File: config.mk
export PLATFORM = sky130hd
export DESIGN_NAME = lsu_ctrl
export DESIGN_NICKNAME = d
export VERILOG_FILES = /design/src/rtl/riscv_pkg.sv /design/src/rtl/lsu_align.sv /design/src/rtl/lsu_ctrl.sv
export SDC_FILE = /design/constraint.sdc
export NUM_CORES = 1
export LEC_CHECK = 0
export BUFFER_PORTS_ARGS = -buffer_cell sky130_fd_sc_hd__buf_4
export CORE_MARGIN = 4
export CORE_UTILIZATION = 51
export CTS_CLUSTER_SIZE = 12
export DETAILED_ROUTE_END_ITERATION = 16
export PLACE_DENSITY = 0.84
export SKIP_LAST_GASP = 1
export SYNTH_ARGS = -nofsm -noshare
export SYNTH_HDL_FRONTEND = slang
export SYNTH_SLANG_ARGS = --single-unit
export TNS_END_PERCENT = 30
File: constraint.sdc
create_clock -name clk_i -period 4.1 [get_ports clk_i]
set_input_delay 0.41 -clock clk_i [delete_from_list [all_inputs] [get_ports clk_i]]
set_output_delay 0.41 -clock clk_i [all_outputs]
set_load 0.01 [all_outputs]
File: src/rtl/riscv_pkg.sv
// Shared encodings for the load/store path: funct3 size codes, LSU FSM states, legality check.
// Latency: none (types, constants and a pure function only).
// Backpressure: not applicable.
package riscv_pkg;

   // funct3 size codes as produced by the main decoder
   typedef logic [2:0] mask_t;
   localparam mask_t MASK_B  = 3'b000;
   localparam mask_t MASK_H  = 3'b001;
   localparam mask_t MASK_W  = 3'b010;
   localparam mask_t MASK_BU = 3'b100;
   localparam mask_t MASK_HU = 3'b101;

   typedef enum logic [1:0] {
      S_IDLE = 2'd0,
      S_REQ  = 2'd1,
      S_WAIT = 2'd2,
      S_RESP = 2'd3
   } lsu_state_t;

   // Exactly one of rd/wr, a known size code, natural alignment, and no
   // unsigned sizes on stores.
   function automatic logic lsu_legal(input logic rd, input logic wr,
                                      input mask_t mask, input logic [1:0] off);
      logic ok;
      ok = rd ^ wr;
      case (mask)
         MASK_B:  ok = ok;
         MASK_BU: ok = ok & ~wr;
         MASK_H:  ok = ok & ~off[0];
         MASK_HU: ok = ok & ~off[0] & ~wr;
         MASK_W:  ok = ok & (off == 2'b00);
         default: ok = 1'b0;
      endcase
      return ok;
   endfunction

endpackage

File: src/rtl/lsu_align.sv
// Byte-lane steering for stores and lane select + sign/zero extension for loads.
// Latency: purely combinational.
// Backpressure: none; follows its inputs.
// Ports: i_mask size code, i_off addr[1:0], i_wdata LSB-aligned store data, i_rword bus read word;
//        o_be byte enables, o_wdata lane-replicated store data, o_rdata extended load data.
module lsu_align
   import riscv_pkg::*;
(
   input  logic [2:0]  i_mask,
   input  logic [1:0]  i_off,
   input  logic [31:0] i_wdata,
   input  logic [31:0] i_rword,
   output logic [3:0]  o_be,
   output logic [31:0] o_wdata,
   output logic [31:0] o_rdata
);

   logic [31:0] w_shifted;
   logic [7:0]  w_byte;
   logic [15:0] w_half;

   // Halfwords are always 2-byte aligned when legal, so one shift by the byte
   // offset brings either size down to the LSBs.
   assign w_shifted = i_rword >> {i_off, 3'b000};
   assign w_byte    = w_shifted[7:0];
   assign w_half    = w_shifted[15:0];

   always_comb begin
      o_be    = 4'b0000;
      o_wdata = i_wdata;
      o_rdata = i_rword;
      case (i_mask)
         MASK_B, MASK_BU: begin
            o_be    = 4'b0001 << i_off;
            o_wdata = {4{i_wdata[7:0]}};
            o_rdata = (i_mask == MASK_B) ? {{24{w_byte[7]}}, w_byte} : {24'd0, w_byte};
         end
         MASK_H, MASK_HU: begin
            o_be    = 4'b0011 << {i_off[1], 1'b0};
            o_wdata = {2{i_wdata[15:0]}};
            o_rdata = (i_mask == MASK_H) ? {{16{w_half[15]}}, w_half} : {16'd0, w_half};
         end
         MASK_W: begin
            o_be    = 4'b1111;
         end
         default: begin
            o_be    = 4'b0000;
         end
      endcase
   end

endmodule

File: src/rtl/lsu_ctrl.sv
// Load/store unit: accepts one memory op, checks legality, runs one byte-enabled bus transaction.
// Latency: illegal op done 1 cycle after accept; legal op done 1 cycle after gnt (store) or rvalid (load).
// Backpressure: req_ready only in IDLE; stall holds the core while REQ/WAIT; TIMEOUT cycles max on the bus.
// Ports: clk_i/rst_i; req_valid_i, mem_rd_i, mem_wr_i, mask_i, addr_i, wdata_i from execute;
//        req_ready, stall, done, err, rdata to the core; bus_* request side and bus_gnt_i/rvalid_i/rdata_i.
module lsu_ctrl
   import riscv_pkg::*;
#(
   parameter int TIMEOUT = 256
)
(
   input  logic        clk_i,
   input  logic        rst_i,
   input  logic        req_valid_i,
   input  logic        mem_rd_i,
   input  logic        mem_wr_i,
   input  logic [2:0]  mask_i,
   input  logic [31:0] addr_i,
   input  logic [31:0] wdata_i,
   output logic        req_ready,
   output logic        stall,
   output logic        done,
   output logic        err,
   output logic [31:0] rdata,
   output logic        bus_req,
   output logic        bus_we,
   output logic [31:0] bus_addr,
   output logic [3:0]  bus_be,
   output logic [31:0] bus_wdata,
   input  logic        bus_gnt_i,
   input  logic        bus_rvalid_i,
   input  logic [31:0] bus_rdata_i
);

   localparam int            CW       = $clog2(TIMEOUT + 1);
   localparam logic [CW-1:0] CNT_LAST = CW'(TIMEOUT - 1);

   lsu_state_t    r_state, w_next;
   logic [CW-1:0] r_cnt;
   logic [31:0]   r_addr, r_wdata, r_rdata;
   logic [2:0]    r_mask;
   logic          r_we, r_err;

   logic          w_accept, w_legal, w_expired;
   logic [3:0]    w_be;
   logic [31:0]   w_wdata, w_ext;

   assign w_accept  = req_valid_i && (r_state == S_IDLE);
   assign w_legal   = lsu_legal(mem_rd_i, mem_wr_i, mask_i, addr_i[1:0]);
   // >= rather than == so a load granted on the last REQ cycle still gets
   // exactly one WAIT cycle before it is aborted.
   assign w_expired = (r_cnt >= CNT_LAST);

   lsu_align u_align (
      .i_mask  (r_mask),
      .i_off   (r_addr[1:0]),
      .i_wdata (r_wdata),
      .i_rword (bus_rdata_i),
      .o_be    (w_be),
      .o_wdata (w_wdata),
      .o_rdata (w_ext)
   );

   always_comb begin
      w_next = r_state;
      case (r_state)
         S_IDLE: if (w_accept) w_next = w_legal ? S_REQ : S_RESP;
         S_REQ: begin
            if (bus_gnt_i)      w_next = r_we ? S_RESP : S_WAIT;
            else if (w_expired) w_next = S_RESP;
         end
         S_WAIT: begin
            // rvalid is only looked at here, so one coincident with gnt is ignored
            if (bus_rvalid_i || w_expired) w_next = S_RESP;
         end
         S_RESP: w_next = S_IDLE;
         default: w_next = S_IDLE;
      endcase
   end

   always_ff @(posedge clk_i or posedge rst_i) begin
      if (rst_i) begin
         r_state <= S_IDLE;
         r_cnt   <= '0;
         r_addr  <= '0;
         r_wdata <= '0;
         r_mask  <= '0;
         r_we    <= 1'b0;
         r_err   <= 1'b0;
         r_rdata <= '0;
      end else begin
         r_state <= w_next;
         case (r_state)
            S_IDLE: begin
               if (w_accept) begin
                  r_err <= !w_legal;
                  if (w_legal) begin
                     r_addr  <= addr_i;
                     r_wdata <= wdata_i;
                     r_mask  <= mask_i;
                     r_we    <= mem_wr_i;
                     r_cnt   <= '0;
                  end
               end
            end
            S_REQ: begin
               if (r_cnt != '1) r_cnt <= r_cnt + 1'b1;
               if (!bus_gnt_i && w_expired) r_err <= 1'b1;
            end
            S_WAIT: begin
               if (r_cnt != '1) r_cnt <= r_cnt + 1'b1;
               if (bus_rvalid_i)   r_rdata <= w_ext;
               else if (w_expired) r_err   <= 1'b1;
            end
            default: ;
         endcase
      end
   end

   assign req_ready = (r_state == S_IDLE);
   assign stall     = (r_state == S_REQ) || (r_state == S_WAIT) || (w_accept && w_legal);
   assign done      = (r_state == S_RESP);
   assign err       = (r_state == S_RESP) && r_err;
   assign rdata     = r_rdata;

   // Bus fields are forced to zero outside REQ so the bus sees clean idle values.
   assign bus_req   = (r_state == S_REQ);
   assign bus_we    = bus_req && r_we;
   assign bus_addr  = bus_req ? {r_addr[31:2], 2'b00} : 32'd0;
   assign bus_be    = bus_req ? w_be : 4'b0000;
   assign bus_wdata = bus_req ? w_wdata : 32'd0;

endmodule
# --- After elaboration in Yosys (flattened, before gate mapping) ---
# Cells that the tools add are included.
classes:
  add_sub_neg: 1
  n_lt_le_gt_ge: 1
  eq_ne: 20
  shifts: 3
  muxes: 25
  bitwise_logic: 7
  reduce_logical: 24
ops:
  columns: ["op", "count"]
  rows:
  - ["32-bit two-way mux", 4]
  - ["32-bit one-hot mux with 2 select lines", 2]
  - ["32-bit by 5-bit right shift with 16-bit output", 1]
  - ["9-bit two-way mux", 3]
  - ["9-bit one-hot mux with 2 select lines", 1]
  - ["3-bit equality test, second input constant", 4]
  - ["4-bit one-hot mux with 3 select lines", 1]
  - ["2-bit two-way mux", 5]
  - ["9-bit by 1-bit adder with 9-bit output, second input constant", 1]
  - ["9-bit by 8-bit >= comparator with 1-bit output, second input constant", 1]
  - ["9-bit != test, second input constant", 1]
  - ["2-bit by 1-bit != test with 1-bit output, second input constant", 4]
  - ["2-bit one-hot mux with 4 select lines", 1]
  - ["3-bit by 1-bit equality test with 1-bit output, second input constant", 2]
  - ["3-bit by 2-bit equality test with 1-bit output, second input constant", 2]
  - ["3-bit logical NOT", 2]
  - ["2-bit != test, second input constant", 3]
  - ["3-bit AND reduction", 2]
  - ["2-bit OR reduction", 3]
  - ["1-bit logical AND", 5]
  - ["1-bit two-way mux", 5]
  - ["1-bit one-hot mux with 5 select lines", 1]
  - ["5-bit AND reduction", 1]
  - ["1-bit bitwise AND", 4]
  - ["16 further kinds", 22]
totals:
  ff_bits: 112
  in_bits: 106
  out_inout_bits: 106

# --- Logic depth before layout (Yosys ltp) ---
logic_depth:
  depth_word: 7
  mapped_depth: 8
  depth_no_buf: 7

# --- By module ---
# A second synthesis with hierarchy kept.
hier_totals:
  cells_unflattened: 576
  hier_area_um2: 6379.9
modules_own_cells:
  columns: ["module", "n_inst", "cells_per_inst", "area_each_um2", "seq_area_each_um2"]
  rows:
  - ["lsu_ctrl", 1, 389, 5032.3, 2802.7]
  - ["lsu_align", 1, 187, 1347.5, 0.0]

# --- Worst setup path before layout ---
# OpenSTA, ideal clock, no wires.
synth_path:
  path_type: "flip-flop to flip-flop"
  from: "register r_cnt[0]"
  to: "register r_cnt[5]"
  t_arrival_ns: 1.960
  slack_ns: 2.014
  path_stages_with_launch: 9
  path_buffers: 1
  period_less_slack_ns: 2.086
  cell_sequence: "dfrtp_1 ha_1 and4_1 ha_1 clkbuf_1 and4b_1 nand3_1 and3_1 a221o_1"
synth_via:
  elab_chain_cells: 3
synth_lines:
  columns: ["element", "line", "source"]
  rows:
  - ["from (decl)", "lsu_ctrl.sv:39", "logic [CW-1:0] r_cnt;"]
  - ["from (signal assigned)", "lsu_ctrl.sv:107", "if (r_cnt != '1) r_cnt <= r_cnt + 1'b1;"]
  - ["from (signal assigned)", "lsu_ctrl.sv:111", "if (r_cnt != '1) r_cnt <= r_cnt + 1'b1;"]
  - ["9-bit by 1-bit adder with 9-bit output / 9-bit != test (equally long branches)", "lsu_ctrl.sv:107, lsu_ctrl.sv:111", null]
  - ["9-bit two-way mux / 2-bit by 1-bit != test with 1-bit output (equally long branches)", null, null]
  - ["9-bit one-hot mux with 2 select lines / 4-bit AND reduction (equally long branches)", null, null]
# Several ways; a longest one is shown, not always the timed one. The select of a mux whose other input is x is not followed.
# A chain may end at the register's enable or synchronous reset.

# --- Worst setup path in the final report ---
layout_path:
  from: "register r_state[0]"
  to: "output stall"
layout_via:
  elab_chain_cells: 4
layout_lines:
  columns: ["element", "line", "source"]
  rows:
  - ["from (decl)", "lsu_ctrl.sv:38", "lsu_state_t r_state, w_next;"]
  - ["from (signal assigned)", "lsu_ctrl.sv:92", "r_state <= w_next;"]
  - ["2-bit logical NOT", "lsu_ctrl.sv:48", "assign w_accept = req_valid_i && (r_state == S_IDLE);"]
  - ["1-bit logical AND", "lsu_ctrl.sv:48", null]
  - ["1-bit logical AND", "lsu_ctrl.sv:121", "assign stall = (r_state == S_REQ) || (r_state == S_WAIT) || (w_accept && w_legal);"]
  - ["1-bit logical OR *", "lsu_ctrl.sv:121", null]
  - ["to (decl)", "lsu_ctrl.sv:21", "output logic stall,"]
# Every way passes the cells marked *; elsewhere a longest branch is shown, timed or not.

==> impl_metrics.toml <==
[power]
cellPowerDensity_nw_per_um2 = 722
ir_worst_vdd_mv = 0.343
total_power_w = 0.00574
p_leak_nw = 3.87

[drt]
dr.pass1.iters = 5
vias_per_cell = 5.72
dr.first_iter.drc_count = 605
num_vias = 5306
route.final.wire_length_mm = 17.5
ant_nets = 0
wl_per_cell_um = 18.9
drc_errors = 0

[critical_path]
worstSetupEndpointType = "primary output"
worstPathArrival_ps = 2660
crit_path_start_kind = "flip-flop"
r2r-start = "r_state[0]"
worstSetupPathType = "flip-flop to primary output"
required_ps = 3690
rrSetupSlack_ps = 1320
reg2regPathDepth = 6
crit_fanout = 34
reg2reg_to = "r_wdata[27]"

[die]
initial_core_util = 0.525
row_count = 39
coreArea_um2 = 11500
die_w_um = 117
die_h_um = 117
dieArea_um2 = 13700
io_pins = 212

[worst_hold_path]
hold_path.class = "input pin to flip-flop"
whs_endpoint = "r_addr[31]"
min-delay-start = "addr_i[31]"
hold_depth = 2

[placement]
place_inst = 911
io_buffers = 209
dp_hpwl_mm = 12.9
pre_cts_slack_ps = 1270
routabilityCongestion = 0.903

[cells_and_area]
diodes = 0
drive_gt1_frac = 0.393
final_cells = 927
final_nets = 892
final_common_cell = "buf_4"
final_cell_mix = "buf_4 (215), dfrtp_1 (111), mux2_2 (59)"
area_growth_pct = 31.6

[grt]
use_met1 = 0.328
use_met2 = 0.408
grt_max_degree = 85
antenna_found_initial = 0
grt_usage = 0.255
grt_pass1_vias = 5311
grt-busiest-layer = "met2"
grt_pass1_wl_mm = 27.4
grt_use_met3 = 0.0761
grt-ovfl-total = 0

[synthesis]
syn_inst = 596
synthArstFlopShare = 1.00
yosysSeqAreaShare = 0.463
synth.ff_latch_count = 112
avgSynthCellArea_um2 = 10.1
synth_edf_count = 0
synth_flop_cell = "dfrtp_1"
yosysUniqueCellTypes = 51
yosysWarnings = 0
synth_area_um2 = 6050

[sta]
rsz0062_at_grt = "false"
finalHoldViolCount = 0
finalSetupViolCount = 0
slew_violations = 0
skew_ps = 8.22
setup_slack_ps = 1030
period_needed_ps = 3070
tightest_slew_ps = 1030
max_freq_ghz = 0.326
holdWs_ps = 291
period_share = 0.749
fin_tns_setup_ps = 0
slew_headroom = 0.310

[clock_tree]
cts_buffers = 9
cts_max_level = 3
root_buffer = "clkbuf_16"
ctsHoldBuffers = 0
clock_latency_ps = 340
cts_sinks = 112
cts_tree = "built"
clk_pin_slew_worst_paths_ps = 70
post_cts_buffers = 0
clk_path_buf_depth = 2
postCtsResizedCells = 0

[outcome]
status = "finished, final reports clean"

[run]
drv_cap = 0
state kept, by name, indices dropped and copies added (netlist names):
register	cells
r_addr	32
r_we	1
r_wdata	32
r_cnt	9
rdata	32
r_state	2
r_err	1
r_mask	3
cells in the mapped netlist (5+ instances only):
master / count / area [um^2]
buf_1: 5 / 18.8
a221o_1: 5 / 50.1
o211ai_1: 11 / 82.6
nand3_1: 7 / 35.0
nand2_1: 39 / 146
o21ai_2: 12 / 105
nor2_1: 55 / 206
a21oi_1: 39 / 195
inv_1: 15 / 56.3
mux2_2: 59 / 664
nand3b_1: 9 / 67.6
dfrtp_1: 112 / 2800
a2bb2oi_1: 8 / 70.1
o22ai_1: 9 / 56.3
mux2i_1: 28 / 280
o21ai_0: 41 / 205
clkbuf_1: 27 / 101
and2_1: 42 / 263
ha_1: 7 / 87.6
buf_4: 7 / 52.6
mux2_1: 6 / 67.6
stage by stage:
step	area (um^2)	util
6_report	7960	0.691
4_1_cts	7960	0.691
5_1_grt	7960	0.691
2_1_floorplan	6050	-
3_3_place_gp	7640	0.663
3_5_place_dp	7640	0.663
final cells by class:
type | instances | area [um^2]
Timing Repair Buffer | 216 | 1630
Clock buffer | 13 | 250
Multi-Input combinational cell | 425 | 2960
Fill cell | 881 | 3560
Clock inverter | 3 | 65.1
Sequential cell | 112 | 2800
Inverter | 15 | 58.8
Tap cell | 143 | 179
worst max-delay path by stage:
stage	start	endpoint
finish	r_state[0]	stall
global route	r_state[0]	stall
CTS	r_state[0]	stall
detailed placement	mem_wr_i	r_wdata[27]
global placement	mem_wr_i	r_addr[23]
floorplan	rst_i	r_addr[0]
cell families (layout without fill, tap and decap cells):
kind of cell,after synthesis,in the layout,synth area share
AOI/OAI and AO/OA,138,138,0.144
xor gates and xnor gates,1,1,0.00145
adders and majority gates,7,7,0.0145
buffers and inverters,60,247,0.0470
DFF,112,112,0.463
muxes,94,94,0.171
other,1,2,0.000620
and+or+nand+nor,183,183,0.157
routing by layer:
layer	share of wire	vias up
met5	0	-
met1	0.40	2528
li1	-	2460
met4	0.029	0
met2	0.47	282
met3	0.11	36
power by group:
part | total, W | switching [W] | internal, W
registers | 0.00209 | 0.000456 | 0.00163
logic | 0.00272 | 0.00139 | 0.00133
clock network | 0.000935 | 0.000382 | 0.000553
total | 0.00574 | 0.00222 | 0.00352
critical path, cell delays in order (launching register included):
cell and delay [ps]:
dfrtp_1 420, inv_1 140, ha_1 400, nand2_1 200, nor2_4 800, or2_2 240
buf_4 110
Power figures use the tool's default switching activity.
